$ cat src/rtl/result_unloader.sv
// result_unloader: drains the 3x3 MAC array.
// On a rising edge of unload_res the nine accumulators and the result
// dimensions are snapshotted. The valid row_w x col_x elements are then
// streamed out in row-major order over a valid/ready handshake, and a
// one-cycle done pulse follows the last transfer.
// Optional build macro: RESULT_UNLOADER_LAST_EN adds a data_last output
// that marks the final element of each stream.
module result_unloader #(
    parameter int RES_W = 10,
    parameter int MAC_N = 9
) (
    input  logic                   clk,
    input  logic                   clear_n,
    input  logic                   unload_res,
    input  logic [MAC_N*RES_W-1:0] mac_res,
    input  logic [1:0]             row_w,
    input  logic [1:0]             col_x,
    output logic [RES_W-1:0]       data_out,
    output logic                   data_valid,
    input  logic                   data_ready,
    output logic                   busy,
    output logic                   done
`ifdef RESULT_UNLOADER_LAST_EN
    ,
    output logic                   data_last
`endif
);

    localparam logic [1:0] ST_IDLE = 2'd0;
    localparam logic [1:0] ST_LOAD = 2'd1;
    localparam logic [1:0] ST_SEND = 2'd2;
    localparam logic [1:0] ST_FIN  = 2'd3;

    logic [1:0]       r_state;
    logic             r_unloadPrev;
    logic [RES_W-1:0] r_snap [MAC_N];
    logic [1:0]       r_rows;
    logic [1:0]       r_cols;
    logic [1:0]       r_row;
    logic [1:0]       r_col;

    logic             w_rise;
    logic             w_colLast;
    logic             w_rowLast;
    logic             w_curLast;
    logic [1:0]       w_nextRow;
    logic [1:0]       w_nextCol;
    logic             w_nextLast;
    logic [3:0]       w_curIdx;
    logic [3:0]       w_nextIdx;
    logic [RES_W-1:0] w_curData;
    logic [RES_W-1:0] w_nextData;

    // Selects a snapshot slot; indices past the array read as zero.
    function automatic logic [RES_W-1:0] slotAt(input logic [3:0] idx);
        slotAt = '0;
        for (int k = 0; k < MAC_N; k++) begin
            if (idx == 4'(k)) begin
                slotAt = r_snap[k];
            end
        end
    endfunction

    // Computes 3*row + col in 4 bits; legal dimensions keep this at or below 8.
    function automatic logic [3:0] rowMajor(input logic [1:0] row, input logic [1:0] col);
        rowMajor = {1'b0, row, 1'b0} + {2'b00, row} + {2'b00, col};
    endfunction

    // Edge detect, current/next position and the element data for each.
    always_comb begin
        w_rise     = unload_res & ~r_unloadPrev;
        w_colLast  = (r_col == (r_cols - 2'd1));
        w_rowLast  = (r_row == (r_rows - 2'd1));
        w_curLast  = w_colLast & w_rowLast;
        w_nextRow  = r_row;
        w_nextCol  = r_col + 2'd1;
        if (w_colLast) begin
            w_nextRow = r_row + 2'd1;
            w_nextCol = 2'd0;
        end
        w_nextLast = (w_nextRow == (r_rows - 2'd1)) && (w_nextCol == (r_cols - 2'd1));
        w_curIdx   = rowMajor(r_row, r_col);
        w_nextIdx  = rowMajor(w_nextRow, w_nextCol);
        w_curData  = slotAt(w_curIdx);
        w_nextData = slotAt(w_nextIdx);
    end

    // Sequencer: snapshot on the unload_res rise, load, stream, then pulse done.
    always_ff @(posedge clk or negedge clear_n) begin
        if (!clear_n) begin
            r_state      <= ST_IDLE;
            r_unloadPrev <= 1'b0;
            r_rows       <= 2'd0;
            r_cols       <= 2'd0;
            r_row        <= 2'd0;
            r_col        <= 2'd0;
            data_out     <= '0;
            data_valid   <= 1'b0;
            busy         <= 1'b0;
            done         <= 1'b0;
`ifdef RESULT_UNLOADER_LAST_EN
            data_last    <= 1'b0;
`endif
            for (int k = 0; k < MAC_N; k++) begin
                r_snap[k] <= '0;
            end
        end else begin
            r_unloadPrev <= unload_res;
            case (r_state)
                ST_IDLE: begin
                    done <= 1'b0;
                    if (w_rise) begin
                        for (int k = 0; k < MAC_N; k++) begin
                            r_snap[k] <= mac_res[k*RES_W +: RES_W];
                        end
                        r_rows <= row_w;
                        r_cols <= col_x;
                        r_row  <= 2'd0;
                        r_col  <= 2'd0;
                        busy   <= 1'b1;
                        if ((row_w == 2'd0) || (col_x == 2'd0)) begin
                            r_state <= ST_FIN;
                        end else begin
                            r_state <= ST_LOAD;
                        end
                    end
                end
                ST_LOAD: begin
                    data_out   <= w_curData;
                    data_valid <= 1'b1;
`ifdef RESULT_UNLOADER_LAST_EN
                    data_last  <= w_curLast;
`endif
                    r_state    <= ST_SEND;
                end
                ST_SEND: begin
                    if (data_valid && data_ready) begin
                        if (w_curLast) begin
                            data_valid <= 1'b0;
`ifdef RESULT_UNLOADER_LAST_EN
                            data_last  <= 1'b0;
`endif
                            r_state    <= ST_FIN;
                        end else begin
                            r_row    <= w_nextRow;
                            r_col    <= w_nextCol;
                            data_out <= w_nextData;
`ifdef RESULT_UNLOADER_LAST_EN
                            data_last <= w_nextLast;
`endif
                        end
                    end
                end
                ST_FIN: begin
                    done    <= 1'b1;
                    busy    <= 1'b0;
                    r_state <= ST_IDLE;
                end
                default: begin
                    r_state <= ST_IDLE;
                end
            endcase
        end
    end

`ifndef RESULT_UNLOADER_LAST_EN
    // The last-element flag only drives a port when that port is built.
    logic w_unusedLast;
    assign w_unusedLast = w_nextLast;
`endif

endmodule

$ cat config.mk
export PLATFORM = sky130hd
export DESIGN_NAME = result_unloader
export DESIGN_NICKNAME = d
export VERILOG_FILES = /design/src/rtl/result_unloader.sv
export SDC_FILE = /design/constraint.sdc
export NUM_CORES = 1
export LEC_CHECK = 0
export BUFFER_PORTS_ARGS = -buffer_cell sky130_fd_sc_hd__buf_2
export CELL_PAD_IN_SITES_DETAIL_PLACEMENT = 0
export CELL_PAD_IN_SITES_GLOBAL_PLACEMENT = 1
export CORE_ASPECT_RATIO = 0.5
export CORE_MARGIN = 4
export CORE_UTILIZATION = 45
export DETAILED_ROUTE_END_ITERATION = 12
export HOLD_SLACK_MARGIN = 0.1
export PLACE_DENSITY = 0.84
export SYNTH_ARGS = -nofsm -noshare
export SYNTH_HDL_FRONTEND = slang
export SYNTH_SLANG_ARGS = --single-unit
$ cat constraint.sdc
create_clock -name clk -period 4.2 [get_ports clk]
set_clock_uncertainty 0.1 [all_clocks]
set_input_delay 0.42 -clock clk [delete_from_list [all_inputs] [get_ports clk]]
set_output_delay 0.42 -clock clk [all_outputs]
set_load 0.01 [all_outputs]
==> results.txt <==
----------------------------------------------------
[Synthesis]
  Top cells by area in the synthesized netlist ... dfrtp_1, mux2_2, mux2i_1
  Average size of a mapped cell ... 10.8 um^2
  Net Count, Synth ... 711
  Post-synth top area cell ... dfrtp_1
  Share of synthesized flip-flops with an asynchronous set or reset ... 1.00
  Number of enable flip-flop cells after synthesis ... 0
  Synth unique cells ... 58
  Top FF cell, synth ... dfrtp_1
  FF+latch count, synth ... 114
  Synthesis warning total ... 0
  Synthesized cell area ... 6510 um^2
  Top-area cell type share of the netlist area ... 0.438
  Number of cells produced by synthesis ... 601
  Register area share after synthesis ... 0.438

[CTS]
  Clock root buffer ... clkbuf_16
  TritonCTS clock tree ... done
  Total setup buffers inserted after CTS ... 0
  Clock sink total ... 114
  Clock insertion delay at the later pin of the skew report ... 0.41 ns
  Clock buffer count from CTS ... 17
  Buffers from clock root to sink, at most ... 2
  H-Tree Level Count ... 4
  Clock-pin slew reported for the worst setup and hold paths after clock tree synthesis ... 0.06 ns

[Critical path]
  Worst reg-to-reg path cell count ... 12
  Flop-to-flop setup slack ... 0.17 ns
  CP endpoint ... data_out[7]
  Cell at the slowest stage of the critical path ... fa_2
  Depth of the critical timing path with buffers and inverters included ... 12
  Worst setup startpoint ... r_col[0]
  Reg2Reg Launch Point ... r_col[0]
  Crit Reg-Reg Endpoint ... data_out[7]
  Arr. time, crit path ... 4.26 ns
  Kind of critical path ... flop to flop
  Cell family contributing the most delay on the critical path ... adder cells
  Worst endpoint required time ... 4.43 ns
  Crit. End Element ... flop
  Startpoint Class ... flop
  Worst-path fanout max ... 7
  Cell seen most often among critical-path stages ... inv_1
  Crit-path cells ... or2b_1, mux2_4, xnor2_2, fa_1, ha_1, inv_1, fa_2, inv_1, or4_4, o21ai_0, o221ai_1, a31oi_1
  Buffer and inverter count on the worst path ... 2
  Crit path largest cell delay ... 0.64 ns

[Final layout]
  Final nets ... 829
  Highest-count cells in the layout ignoring fill and taps ... dfrtp_1, buf_2, mux2_2
  Post-synthesis to final-layout area growth ... 22.5%
  Fraction of layout cells with a size suffix above 1 ... 0.390
  Antenna diodes ... 0
  Most frequent standard cell in the layout excluding fill and tap cells ... dfrtp_1

[Timing]
  Upper clock frequency limit ... 248 MHz
  Number of max-slew violations in the final report ... 0
  Post-route fraction of the period consumed by the critical path ... 0.959
  Normalized max-slew margin ... 0.190
  Number of hold violations in the final report ... 0
  Transition time of the tightest slew-check pin ... 1.21 ns
  Final critical-path required period ... 4.03 ns
  Setup slack after layout ... 0.170 ns
  Final-report setup violation count ... 0
  Setup TNS Final ... 0 ns

[Floorplanning]
  Overall die height ... 93.1 um
  Full die area ... 16,600 um^2
  Standard-cell row count ... 30
  Total core area ... 13,900 um^2
  Top-level I/O count ... 111
  Die width ... 178 um
  Initial Utilization ... 0.470

[Placed design]
  Post-placement setup slack ... 0.0356 ns
  Weighted congestion at the end of routability-driven global placement ... 0.911
  Buffers on Ports ... 110
  HPWL reported at the end of detailed placement ... 13,800 um

[Route]
  Ratio of routed vias to standard cells ... 5.86
  Total Routed Length ... 18,800 um
  Violation count after the first detailed-route iteration ... 622
  Wire length per cell ... 20.4 um
  Post-route DRC violation count ... 0
  Total via count after detailed routing ... 5,409
  Number of nets still failing antenna checks after routing ... 0
  Iteration count of the initial detailed-routing pass ... 5

[GRT]
  Initial antenna violation count ... 0
  First-pass GRT wire length ... 29,500 um
  Via count of the first global-routing pass ... 5,302
  Global Route Usage Sum ... 0.230
  Total global routing overflow ... 0
  Largest net degree at the start of global routing ... 51

[Outcome]
  Status ... complete, no violations

[Flow run]
  Total of max-cap violations ... 0

[Hold path]
  Type of the most critical hold path ... primary input to flop
  Depth of the worst hold-timing path ... 2

----------------------------------------------------
[per-stage QoR]
step / hold slack [ns] / std cells / instance area (um^2) / util
3_5_place_dp: 0.383 / 889 / 7290 / 0.526
5_1_grt: 0.130 / 923 / 7980 / 0.576
3_3_place_gp: 0.377 / 889 / 7290 / 0.526
6_report: 0.133 / 923 / 7980 / 0.576
2_1_floorplan: 0.0244 / 601 / 6510 / -
4_1_cts: 0.126 / 922 / 7940 / 0.573
[sequential cells by signal, summed over array words and instances (netlist names), 2 cells and up]
name,count
data_out,10
r_col,2
r_cols,2
r_row,2
r_rows,2
r_snap,90
r_state,2
[kinds of logic (layout without fill, tap and decap cells)]
logic type                 count (synthesis)  after routing  share of synthesized area
and+or+nand+nor                          125            126                     0.0947
muxes                                    138            138                      0.240
adders and majority gates                 12             12                     0.0277
xor gates and xnor gates                   4              4                    0.00538
DFF                                      114            114                      0.438
buffers and inverters                     61            190                     0.0448
AOI/OAI and AO/OA                        147            147                      0.150
[what timing repair did]
| item | in CTS | in global routing |
|---|---|---|
| hold endpoints to repair | 49 | 0 |
| hold buffers | 2 | 0 |
| endpoints found under the setup margin | 0 | 10 |
| resized for setup | 0 | 11 |
[Yosys cell counts, types with 4 or more instances]
master	number
dfrtp_1	114
o22ai_1	10
a22oi_1	4
nand2_1	42
mux4_2	4
mux2_2	100
buf_1	4
o211ai_1	14
nand3_1	8
nor3_1	5
ha_1	8
a31oi_1	14
o221ai_1	8
mux2i_1	33
o21ai_0	32
nor2_1	30
o2111ai_1	4
fa_1	4
nand2b_1	9
xnor2_1	4
a211oi_1	10
nand3b_1	4
a21oi_1	28
clkbuf_1	7
nor2b_1	7
buf_2	23
inv_1	21
[how the worst min path moves through the flow]
stage | from | slack, ns | end
6_report | mac_res[39] | 0.13 | r_snap[59]
5_1_grt | mac_res[23] | 0.13 | r_snap[63]
4_1_cts | mac_res[36] | 0.13 | r_snap[56]
3_5_place_dp | clear_n | 0.38 | r_snap[77]
3_3_place_gp | clear_n | 0.38 | r_snap[52]
2_1_floorplan | clear_n | 0.02 | busy
[layer usage]
layer	up-vias	track usage	routed length, um
met2	269	0.321	7690
met3	22	0.0602	1730
li1	2453	-	-
met4	0	0.0553	233
met1	2665	0.354	9150
met5	-	0	0
[area by class of cell]
type,count,area [um^2]
Fill cell,1198,5870
Multi-Input combinational cell,427,3410
Sequential cell,114,2850
Timing Repair Buffer,138,768
Clock buffer,20,447
Tap cell,192,240
Clock inverter,11,185
Inverter,21,78.8
Power is left out: the tool's default activity adds up to more than one toggle a clock period on the data nets, which glitch-free logic cannot reach.
